==> src/rtl/proc_pkg.sv <==
// Shared processor package: opcodes, instruction field positions and loader FSM states.
// Imported by both the processor controller and program_loader.
package proc_pkg;

    typedef enum logic [3:0] {
        OP_NOOP  = 4'd0,
        OP_STORE = 4'd1,
        OP_LOAD  = 4'd2,
        OP_ADD   = 4'd3,
        OP_SUB   = 4'd4,
        OP_HALT  = 4'd5
    } opcode_t;

    localparam int OPC_MSB = 15;
    localparam int OPC_LSB = 12;

    localparam logic [15:0] NOOP_WORD = 16'h0000;
    localparam logic [15:0] HALT_WORD = 16'h5000;

    typedef enum logic [1:0] {
        ST_ACCEPT = 2'd0,
        ST_WRITE  = 2'd1,
        ST_DONE   = 2'd2,
        ST_ERR    = 2'd3
    } ld_state_t;

    // Places an opcode in the top nibble of an otherwise-zero instruction word.
    function automatic logic [15:0] opc_word(input opcode_t op);
        logic [15:0] w;
        w = 16'h0000;
        w[OPC_MSB:OPC_LSB] = op;
        return w;
    endfunction

endpackage

==> src/rtl/program_loader_if.sv <==
// Field-level instruction command channel (valid/ready) between a command source and program_loader.
interface program_loader_if;
    logic       cmd_valid;
    logic       cmd_ready;
    logic [3:0] cmd_op;
    logic [3:0] cmd_ra;
    logic [3:0] cmd_rb;
    logic [3:0] cmd_rw;
    logic [7:0] cmd_daddr;

    modport master (
        output cmd_valid, cmd_op, cmd_ra, cmd_rb, cmd_rw, cmd_daddr,
        input  cmd_ready
    );

    modport slave (
        input  cmd_valid, cmd_op, cmd_ra, cmd_rb, cmd_rw, cmd_daddr,
        output cmd_ready
    );
endinterface

==> src/rtl/program_loader_instr_encoder.sv <==
// Combinational encoder from instruction fields to the 16-bit word the controller decodes.
// Unknown opcodes encode as NOOP and raise illegal.
module instr_encoder
    import proc_pkg::*;
(
    input  logic [3:0]  op,
    input  logic [3:0]  ra,
    input  logic [3:0]  rb,
    input  logic [3:0]  rw,
    input  logic [7:0]  daddr,
    output logic [15:0] word,
    output logic        illegal
);

    // Field packing per opcode; unused fields are ignored.
    always_comb begin
        word    = NOOP_WORD;
        illegal = 1'b0;
        case (op)
            OP_NOOP:  word = NOOP_WORD;
            OP_STORE: word = opc_word(OP_STORE) | {4'h0, ra, daddr};
            OP_LOAD:  word = opc_word(OP_LOAD)  | {4'h0, daddr, rw};
            OP_ADD:   word = opc_word(OP_ADD)   | {4'h0, ra, rb, rw};
            OP_SUB:   word = opc_word(OP_SUB)   | {4'h0, ra, rb, rw};
            OP_HALT:  word = HALT_WORD;
            default: begin
                word    = NOOP_WORD;
                illegal = 1'b1;
            end
        endcase
    end

endmodule

==> src/rtl/program_loader.sv <==
// Encodes field-level commands into instruction memory and releases the CPU after HALT is written.
// Optional build macro PROG_CKSUM_EN adds a running 16-bit checksum output (cksum).
module program_loader
    import proc_pkg::*;
#(
    parameter int IM_AW = 7,
    parameter int IM_DW = 16
) (
    input  logic              clk,
    input  logic              reset,
    program_loader_if.slave   cmd,
    output logic [IM_AW-1:0]  im_addr,
    output logic [IM_DW-1:0]  im_wdata,
    output logic              im_we,
    output logic              cpu_run,
    output logic              bad_op,
    output logic              err,
    output logic [IM_AW:0]    words
`ifdef PROG_CKSUM_EN
    ,
    output logic [15:0]       cksum
`endif
);

    ld_state_t         state_r, state_s;
    logic              cmd_ready_r;
    logic [IM_AW-1:0]  ptr_r;
    logic [IM_AW-1:0]  im_addr_r;
    logic [IM_DW-1:0]  im_wdata_r;
    logic              im_we_r, cpu_run_r, bad_op_r, err_r;
    logic [IM_AW:0]    words_r;
    logic [15:0]       enc_word_s;
    logic              enc_illegal_s;
    logic              hs_s;

    assign hs_s = cmd.cmd_valid & cmd_ready_r;

    instr_encoder u_enc (
        .op      (cmd.cmd_op),
        .ra      (cmd.cmd_ra),
        .rb      (cmd.cmd_rb),
        .rw      (cmd.cmd_rw),
        .daddr   (cmd.cmd_daddr),
        .word    (enc_word_s),
        .illegal (enc_illegal_s)
    );

    // State register.
    always_ff @(posedge clk) begin
        if (!reset) state_r <= ST_ACCEPT;
        else        state_r <= state_s;
    end

    // Next-state logic; the HALT test uses the word latched at handshake.
    always_comb begin
        state_s = state_r;
        case (state_r)
            ST_ACCEPT: begin
                if (hs_s) state_s = ST_WRITE;
                else      state_s = ST_ACCEPT;
            end
            ST_WRITE: begin
                if (im_wdata_r == HALT_WORD) state_s = ST_DONE;
                else if (&ptr_r)             state_s = ST_ERR;
                else                         state_s = ST_ACCEPT;
            end
            ST_DONE: state_s = ST_DONE;
            ST_ERR:  state_s = ST_ERR;
            default: state_s = ST_ACCEPT;
        endcase
    end

    // Registered outputs, write pointer and sticky flags.
    always_ff @(posedge clk) begin
        if (!reset) begin
            cmd_ready_r <= 1'b0;
            im_we_r     <= 1'b0;
            cpu_run_r   <= 1'b0;
            err_r       <= 1'b0;
            bad_op_r    <= 1'b0;
            im_addr_r   <= {IM_AW{1'b0}};
            im_wdata_r  <= {IM_DW{1'b0}};
            ptr_r       <= {IM_AW{1'b0}};
            words_r     <= {(IM_AW+1){1'b0}};
        end else begin
            cmd_ready_r <= (state_s == ST_ACCEPT);
            im_we_r     <= (state_s == ST_WRITE);
            cpu_run_r   <= (state_s == ST_DONE);
            err_r       <= (state_s == ST_ERR);
            if ((state_r == ST_ACCEPT) && hs_s) begin
                im_addr_r  <= ptr_r;
                im_wdata_r <= enc_word_s;
                bad_op_r   <= bad_op_r | enc_illegal_s;
            end
            if (state_r == ST_WRITE) begin
                ptr_r   <= ptr_r + {{(IM_AW-1){1'b0}}, 1'b1};
                words_r <= words_r + {{IM_AW{1'b0}}, 1'b1};
            end
        end
    end

`ifdef PROG_CKSUM_EN
    logic [15:0] cksum_r;

    // Running modulo-2^16 sum of every word strobed into memory.
    always_ff @(posedge clk) begin
        if (!reset)       cksum_r <= 16'h0000;
        else if (im_we_r) cksum_r <= cksum_r + im_wdata_r[15:0];
        else              cksum_r <= cksum_r;
    end

    assign cksum = cksum_r;
`endif

    assign cmd.cmd_ready = cmd_ready_r;
    assign im_addr       = im_addr_r;
    assign im_wdata      = im_wdata_r;
    assign im_we         = im_we_r;
    assign cpu_run       = cpu_run_r;
    assign bad_op        = bad_op_r;
    assign err           = err_r;
    assign words         = words_r;

endmodule
==> src/flat_wrapper.sv <==
// flat-port wrapper written by rule: the top's interface ports become plain ports
module program_loader_flat import proc_pkg::*;
#(
    parameter int IM_AW = 7,
    parameter int IM_DW = 16
)
  (clk, reset, im_addr, im_wdata, im_we, cpu_run, bad_op, err, words, cmd_cmd_valid, cmd_cmd_op, cmd_cmd_ra, cmd_cmd_rb, cmd_cmd_rw, cmd_cmd_daddr, cmd_cmd_ready);
  program_loader_if cmd_i ();
  input  logic clk;
  input  logic reset;
  output logic [IM_AW-1:0] im_addr;
  output logic [IM_DW-1:0] im_wdata;
  output logic im_we;
  output logic cpu_run;
  output logic bad_op;
  output logic err;
  output logic [IM_AW:0] words;
  input wire logic [$bits(cmd_i.cmd_valid)-1:0] cmd_cmd_valid;
  input wire logic [$bits(cmd_i.cmd_op)-1:0] cmd_cmd_op;
  input wire logic [$bits(cmd_i.cmd_ra)-1:0] cmd_cmd_ra;
  input wire logic [$bits(cmd_i.cmd_rb)-1:0] cmd_cmd_rb;
  input wire logic [$bits(cmd_i.cmd_rw)-1:0] cmd_cmd_rw;
  input wire logic [$bits(cmd_i.cmd_daddr)-1:0] cmd_cmd_daddr;
  output wire logic [$bits(cmd_i.cmd_ready)-1:0] cmd_cmd_ready;
  assign cmd_i.cmd_valid = cmd_cmd_valid;
  assign cmd_i.cmd_op = cmd_cmd_op;
  assign cmd_i.cmd_ra = cmd_cmd_ra;
  assign cmd_i.cmd_rb = cmd_cmd_rb;
  assign cmd_i.cmd_rw = cmd_cmd_rw;
  assign cmd_i.cmd_daddr = cmd_cmd_daddr;
  assign cmd_cmd_ready = cmd_i.cmd_ready;
  program_loader #(.IM_AW(IM_AW), .IM_DW(IM_DW)) u_core (.clk(clk), .reset(reset), .cmd(cmd_i), .im_addr(im_addr), .im_wdata(im_wdata), .im_we(im_we), .cpu_run(cpu_run), .bad_op(bad_op), .err(err), .words(words));
endmodule
==> config.mk <==
export PLATFORM = sky130hd
export DESIGN_NAME = program_loader_flat
export DESIGN_NICKNAME = d
export VERILOG_FILES = /design/src/rtl/proc_pkg.sv /design/src/rtl/program_loader_if.sv /design/src/rtl/program_loader_instr_encoder.sv /design/src/rtl/program_loader.sv /design/src/flat_wrapper.sv
export SDC_FILE = /design/constraint.sdc
export NUM_CORES = 1
export LEC_CHECK = 0
export CORE_ASPECT_RATIO = 1.75
export CORE_MARGIN = 3
export CORE_UTILIZATION = 46
export DETAILED_ROUTE_END_ITERATION = 8
export PLACE_DENSITY = 0.79
export SETUP_SLACK_MARGIN = 0.05
export SLEW_MARGIN = 30
export SYNTH_ARGS = -nofsm -noshare
export SYNTH_HDL_FRONTEND = slang
export SYNTH_SLANG_ARGS = --single-unit
==> constraint.sdc <==
create_clock -name clk -period 2.2 [get_ports clk]
set_clock_uncertainty 0.2 [all_clocks]
set_input_delay 0.33 -clock clk [delete_from_list [all_inputs] [get_ports clk]]
set_output_delay 0.33 -clock clk [all_outputs]
set_load 0.01 [all_outputs]
Word level (Yosys, flattened, before mapping)
Cells that the tools add are included.

Reduce and logical (&&, ||, !) cells: 6. Muxes and demuxes: 6. Shifts and indexed selects: 0. Eq/ne operators: 12. Order comparisons: 0. Add/sub/neg operators: 2. Multiply operators: 0. Bitwise gates (word level): 2. Div/mod/pow operators: 0.

Operator list (number): 15-bit case mux with 5 select lines (1); 16-bit by 15-bit == test with 1-bit output (second input constant) (1); 8-bit by 1-bit adder with 8-bit output (second input constant) (1); 2-bit == test (second input constant) (4); 4-bit by 2-bit == test with 1-bit output (second input constant) (2); 4-bit by 3-bit == test with 1-bit output (second input constant) (2); 2-bit case mux with 4 select lines (1); 7-bit by 1-bit adder with 7-bit output (second input constant) (1); 7-bit AND reduction (1); 6-bit OR reduction (1); 2-bit by 1-bit == test with 1-bit output (second input constant) (2); 4-bit by 1-bit == test with 1-bit output (second input constant) (1); 2-bit zero test (2); 4-bit zero test (1); 2-bit two-way mux (2); 1-bit two-way mux (2); 1-bit bitwise AND (1); 1-bit logical AND (1); 1-bit bitwise OR (1).

Input bits: 27. Output and inout port bits: 36. RAM bits: 0. Register bits: 45. ROM bits: 0. Logic and storage cells: 38. Memories: 0. Latch bits: 0.

Logic depth before layout (Yosys ltp)
Depth after elaboration: 5. Depth in mapped cells: 6. Gate-level depth less buffers: 5.

Hierarchy
A second synthesis with hierarchy kept.

Cells, all modules: 272. Area total of the unflattened synthesis: 2229.6 um2.

Modules (own cells, without submodules): program_loader (cells an instance 212, sequential area each 900.9 um2, area an instance 1825.5 um2, times used 1); instr_encoder (cells an instance 60, sequential area each 0.0 um2, area an instance 404.1 um2, times used 1).

Least setup slack after synthesis
OpenSTA, ideal clock, no wires.

Kind: reg2reg. Start point: register u_core.state_r[0]. End point: register u_core.words_r[4], in the netlist u_core.words[4]. Data required time: 1.885 ns. Setup time: 0.115 ns. Buffers on the path: 2. Clock period less this slack: 1.566 ns. Slack: 0.634 ns. Data arrival time: 1.251 ns. Cell stages (with the launch flop): 7. Cell sequence: dfxtp_1 buf_2 nor2b_1 buf_2 nand4_1 xnor2_1 and2_1.

Longest elaborated chain between the ends: 1.

RTL lines: start: declaration (RTL line program_loader.sv:25) `ld_state_t state_r, state_s;`; start signal: assignment (RTL line program_loader.sv:51) `else state_r <= state_s;`; 2-bit by 1-bit == test with 1-bit output (RTL line program_loader.sv:95) `if (state_r == ST_WRITE) begin`; end signal: assignment (RTL line program_loader.sv:84) `words_r <= {(IM_AW+1){1'b0}};`; end signal: assignment (RTL line program_loader.sv:97) `words_r <= words_r + {{IM_AW{1'b0}}, 1'b1};`; end: declaration (RTL line program_loader.sv:31) `logic [IM_AW:0] words_r;`.

No other way between the ends. A chain may end at the register's enable or synchronous reset.

Final worst setup path
Start point: input cmd_cmd_op[0]. End point: register u_core.im_wdata_r[0], in the netlist u_core.im_wdata[0].

Longest elaborated chain between the ends: 2. Elaborated cells on any way between the ends: 6. Classes of those cells: eq/ne (5); mux (1).

RTL lines: start: declaration (RTL line flat_wrapper.sv:19) `input wire logic [$bits(cmd_i.cmd_op)-1:0] cmd_cmd_op;`; 4-bit by 3-bit == test with 1-bit output, or another cell as far along (RTL line program_loader_instr_encoder.sv:19) `case (op)`; 15-bit case mux with 5 select lines * (RTL line program_loader_instr_encoder.sv:19); end signal: assignment (RTL line program_loader.sv:82) `im_wdata_r <= {IM_DW{1'b0}};`; end signal: assignment (RTL line program_loader.sv:92) `im_wdata_r <= enc_word_s;`; end: declaration (RTL line program_loader.sv:29) `logic [IM_DW-1:0] im_wdata_r;`.

Every way passes the cells marked *; elsewhere a longest branch is shown, timed or not.

==> flow_metrics.py <==
metrics = {
    "outcome": {
        "status": "complete, no violations",
    },
    "place": {
        "io_buffers": 61,
        "hpwl_um": 3830,
        "placed_area_um2": 2700,
        "pre_cts_ws_ps": -98.8,
        "place_congestion": 0.797,
    },
    "sta": {
        "setup_viol": 0,
        "slew_headroom": 0.413,
        "finalSetupTns_ps": 0,
        "slew_viol_final": 0,
        "final.period_utilization": 0.905,
        "min_period_ps": 1990,
        "setup_slack_ps": 208,
        "finalHoldViolations": 0,
        "fmax_ghz": 0.502,
        "worstMarginPinSlew_ps": 873,
        "rsz0062_at_grt": "no",
    },
    "cells_and_area": {
        "syn_to_final_growth_pct": 39.0,
        "multi_input_area_um2": 1040,
        "seq_area_um2": 881,
        "nFillCells": 344,
        "postLayoutCoreUtil": 0.666,
        "finish.instance_area_um2": 2790,
        "diodes": 0,
        "drive_gt1_frac": 0.0816,
        "nets": 322,
    },
    "detailed_routing": {
        "drcViolationCount": 0,
        "route.vias.total": 1834,
        "antenna_left": 0,
        "viasPerCell": 5.35,
        "first_pass_iters": 4,
        "wl_um": 4770,
        "route.detailed.wl_per_inst_um": 13.9,
        "first_iter_violations": 27,
    },
    "grt": {
        "grt_pass1_wl_um": 7890,
        "grt_max_degree": 17,
        "grt_pass1_vias": 1767,
        "track_usage": 0.194,
        "antenna_found_initial": 0,
        "overflow": 0,
    },
    "yosys": {
        "synth.area.top_cells": "dfxtp_1 44%, nand2_1 6.9%, a22o_1 5.2%, a21boi_0 4.1%, a22oi_1 4.1%",
        "syn_area_per_cell_um2": 8.81,
        "syn-num-nets": 257,
        "yosysTopAreaCellShare": 0.439,
        "yosys.area.top_type": "dfxtp_1",
        "yosysSeqAreaShare": 0.439,
        "synth_cell_types": 38,
        "synth.cell_area_um2": 2010,
        "ys_seq_elements": 44,
        "synthesis.instances": 228,
        "ys_warn_count": 0,
    },
    "clock_tree": {
        "path_clk_slew_ps": 80,
        "postCtsHoldBufs": 0,
        "post_cts_buffers": 0,
        "clk_path_buf_depth": 2,
        "clock_sinks": 44,
        "cts_tree": "done",
        "cts_repair_resize_count": 0,
        "htreeDepth": 2,
        "ctsRootBufferMaster": "clkbuf_8",
        "clk_latency_ps": 290,
        "cts_buffers": 5,
    },
    "critical_path": {
        "start_kind": "primary input",
        "path_class": "primary input to flip-flop",
        "cp.arrival_ps": 2020,
        "worst_ep_required_time_ps": 2230,
        "worst-r2r-setup-slack_ps": 460,
        "reg2reg_to": "u_core.cpu_run",
        "worstPathMaxFanout": 9,
        "end_kind": "flip-flop",
        "worst_r2r_path_depth": 4,
        "rr_startpoint": "u_core.im_wdata[8]",
    },
    "floorplanning": {
        "start_util": 0.479,
        "rows": 31,
        "die_h_um": 93.4,
        "die_area_um2": 5230,
        "pin_count": 63,
        "coreArea_um2": 4190,
        "die_width_um": 55.9,
    },
    "power": {
        "worst_ir_drop_vdd_uv": 440,
        "leakagePower_nw": 0.989,
        "power.density_nw_per_um2": 537,
        "p_total_w": 0.00150,
    },
    "min_path": {
        "hold_path_class": "flip-flop to flip-flop",
        "min_path_cells": 2,
        "hold_path_end": "u_core.im_addr[0]",
        "hold_start": "u_core.im_addr[0]",
    },
    "flow_run": {
        "max_cap_viol_count": 0,
    },
}
[flip-flops by register name, indices dropped and copies added, names as in the netlist]
signal / cells
u_core.im_we: 1
u_core.cpu_run: 1
u_core.im_addr: 7
u_core.cmd.cmd_ready: 1
u_core.bad_op: 1
u_core.ptr_r: 7
u_core.words: 8
u_core.err: 1
u_core.state_r: 2
u_core.im_wdata: 15
[cells in the final DEF (no fill, tap or decap), types with 3 or more instances in the layout]
master	instances
nand4_1	7
and2_1	11
a22oi_1	11
nor2_1	7
clkdlybuf4s50_1	61
a21boi_0	11
nor2b_1	7
nand2_1	37
xnor2_1	8
nand3_1	3
o21ai_1	11
dfxtp_1	44
a21oi_1	4
nor4b_1	4
nor3_1	3
xor2_1	3
a22o_1	12
clkbuf_8	6
o21ai_0	6
buf_4	13
[metrics by stage]
stage	hold slack, ps	cells
5_1_grt	285	343
3_5_place_dp	254	335
2_1_floorplan	256	228
3_3_place_gp	251	335
6_report	266	343
4_1_cts	270	343
[layer usage]
metal / vias to the layer above / share of wire / global-route usage
li1: 934 / - / -
met1: 847 / 0.35 / 0.172
met2: 48 / 0.59 / 0.406
met3: 5 / 0.045 / 0.0483
met4: 0 / 0.013 / 0.0594
met5: - / 0 / 0
[where the power goes]
part / switching, W / leakage (nW) / internal [W]
Sequential: 0.00000538 / 0.355 / 0.000803
Clock: 0.000261 / 0.0445 / 0.000255
Combinational: 0.0000789 / 0.589 / 0.0000966
Total: 0.000345 / 0.989 / 0.00116
[kinds of logic after synthesis]
kind of cell / share of synthesized area
other: 0.00187
adder cells (fa/ha/maj): 0.0125
multiplexers: 0.00997
XOR/XNOR: 0.0480
AO/OA/AOI/OAI: 0.218
buffers and inverters: 0.0417
AND/OR/NAND/NOR: 0.229
flip-flops: 0.439
[worst max path at each step]
stage,slack (ps),start,cells past startpoint,to
final,210,cmd_cmd_op[0],4,u_core.im_wdata[0]
after CTS,200,cmd_cmd_op[0],4,u_core.im_wdata[0]
after global placement,-40,cmd_cmd_op[0],4,u_core.im_wdata[10]
after global routing,80,cmd_cmd_op[1],5,u_core.im_wdata[7]
after detailed placement,-100,cmd_cmd_op[1],4,u_core.im_wdata[0]
after floorplan,630,u_core.state_r[0],6,u_core.words[4]
[critical path, stage by stage]
cell and delay, ps:
clkdlybuf4s50_1 550, nor3_1 770, a22oi_1 220, o21ai_1 150
[final cells by class]
| type | count | share of cell area |
|---|---|---|
| Multi-Input combinational cell | 167 | 0.374 |
| Sequential cell | 44 | 0.316 |
| Timing Repair Buffer | 74 | 0.254 |
| Clock buffer | 7 | 0.0309 |
| Tap cell | 49 | 0.0220 |
| Clock inverter | 1 | 0.00269 |
| Inverter | 1 | 0.00134 |
[cells in the mapped netlist (all sizes together)]
cell type	number
a211oi	2
a21boi	12
a21oi	4
a22o	12
a22oi	11
a31o	1
and2	12
and3	2
and4bb	1
buf	9
clkbuf	7
conb	1
dfxtp	44
ha	2
inv	1
mux2i	2
nand2	37
nand3	3
nand3b	1
nand4	7
nor2	7
nor2b	7
nor3	3
nor3b	1
nor4	1
nor4b	4
o21a	2
o21ai	17
o311ai	1
or3	2
or4	1
xnor2	8
xor2	3
Power figures use the tool's default switching activity.
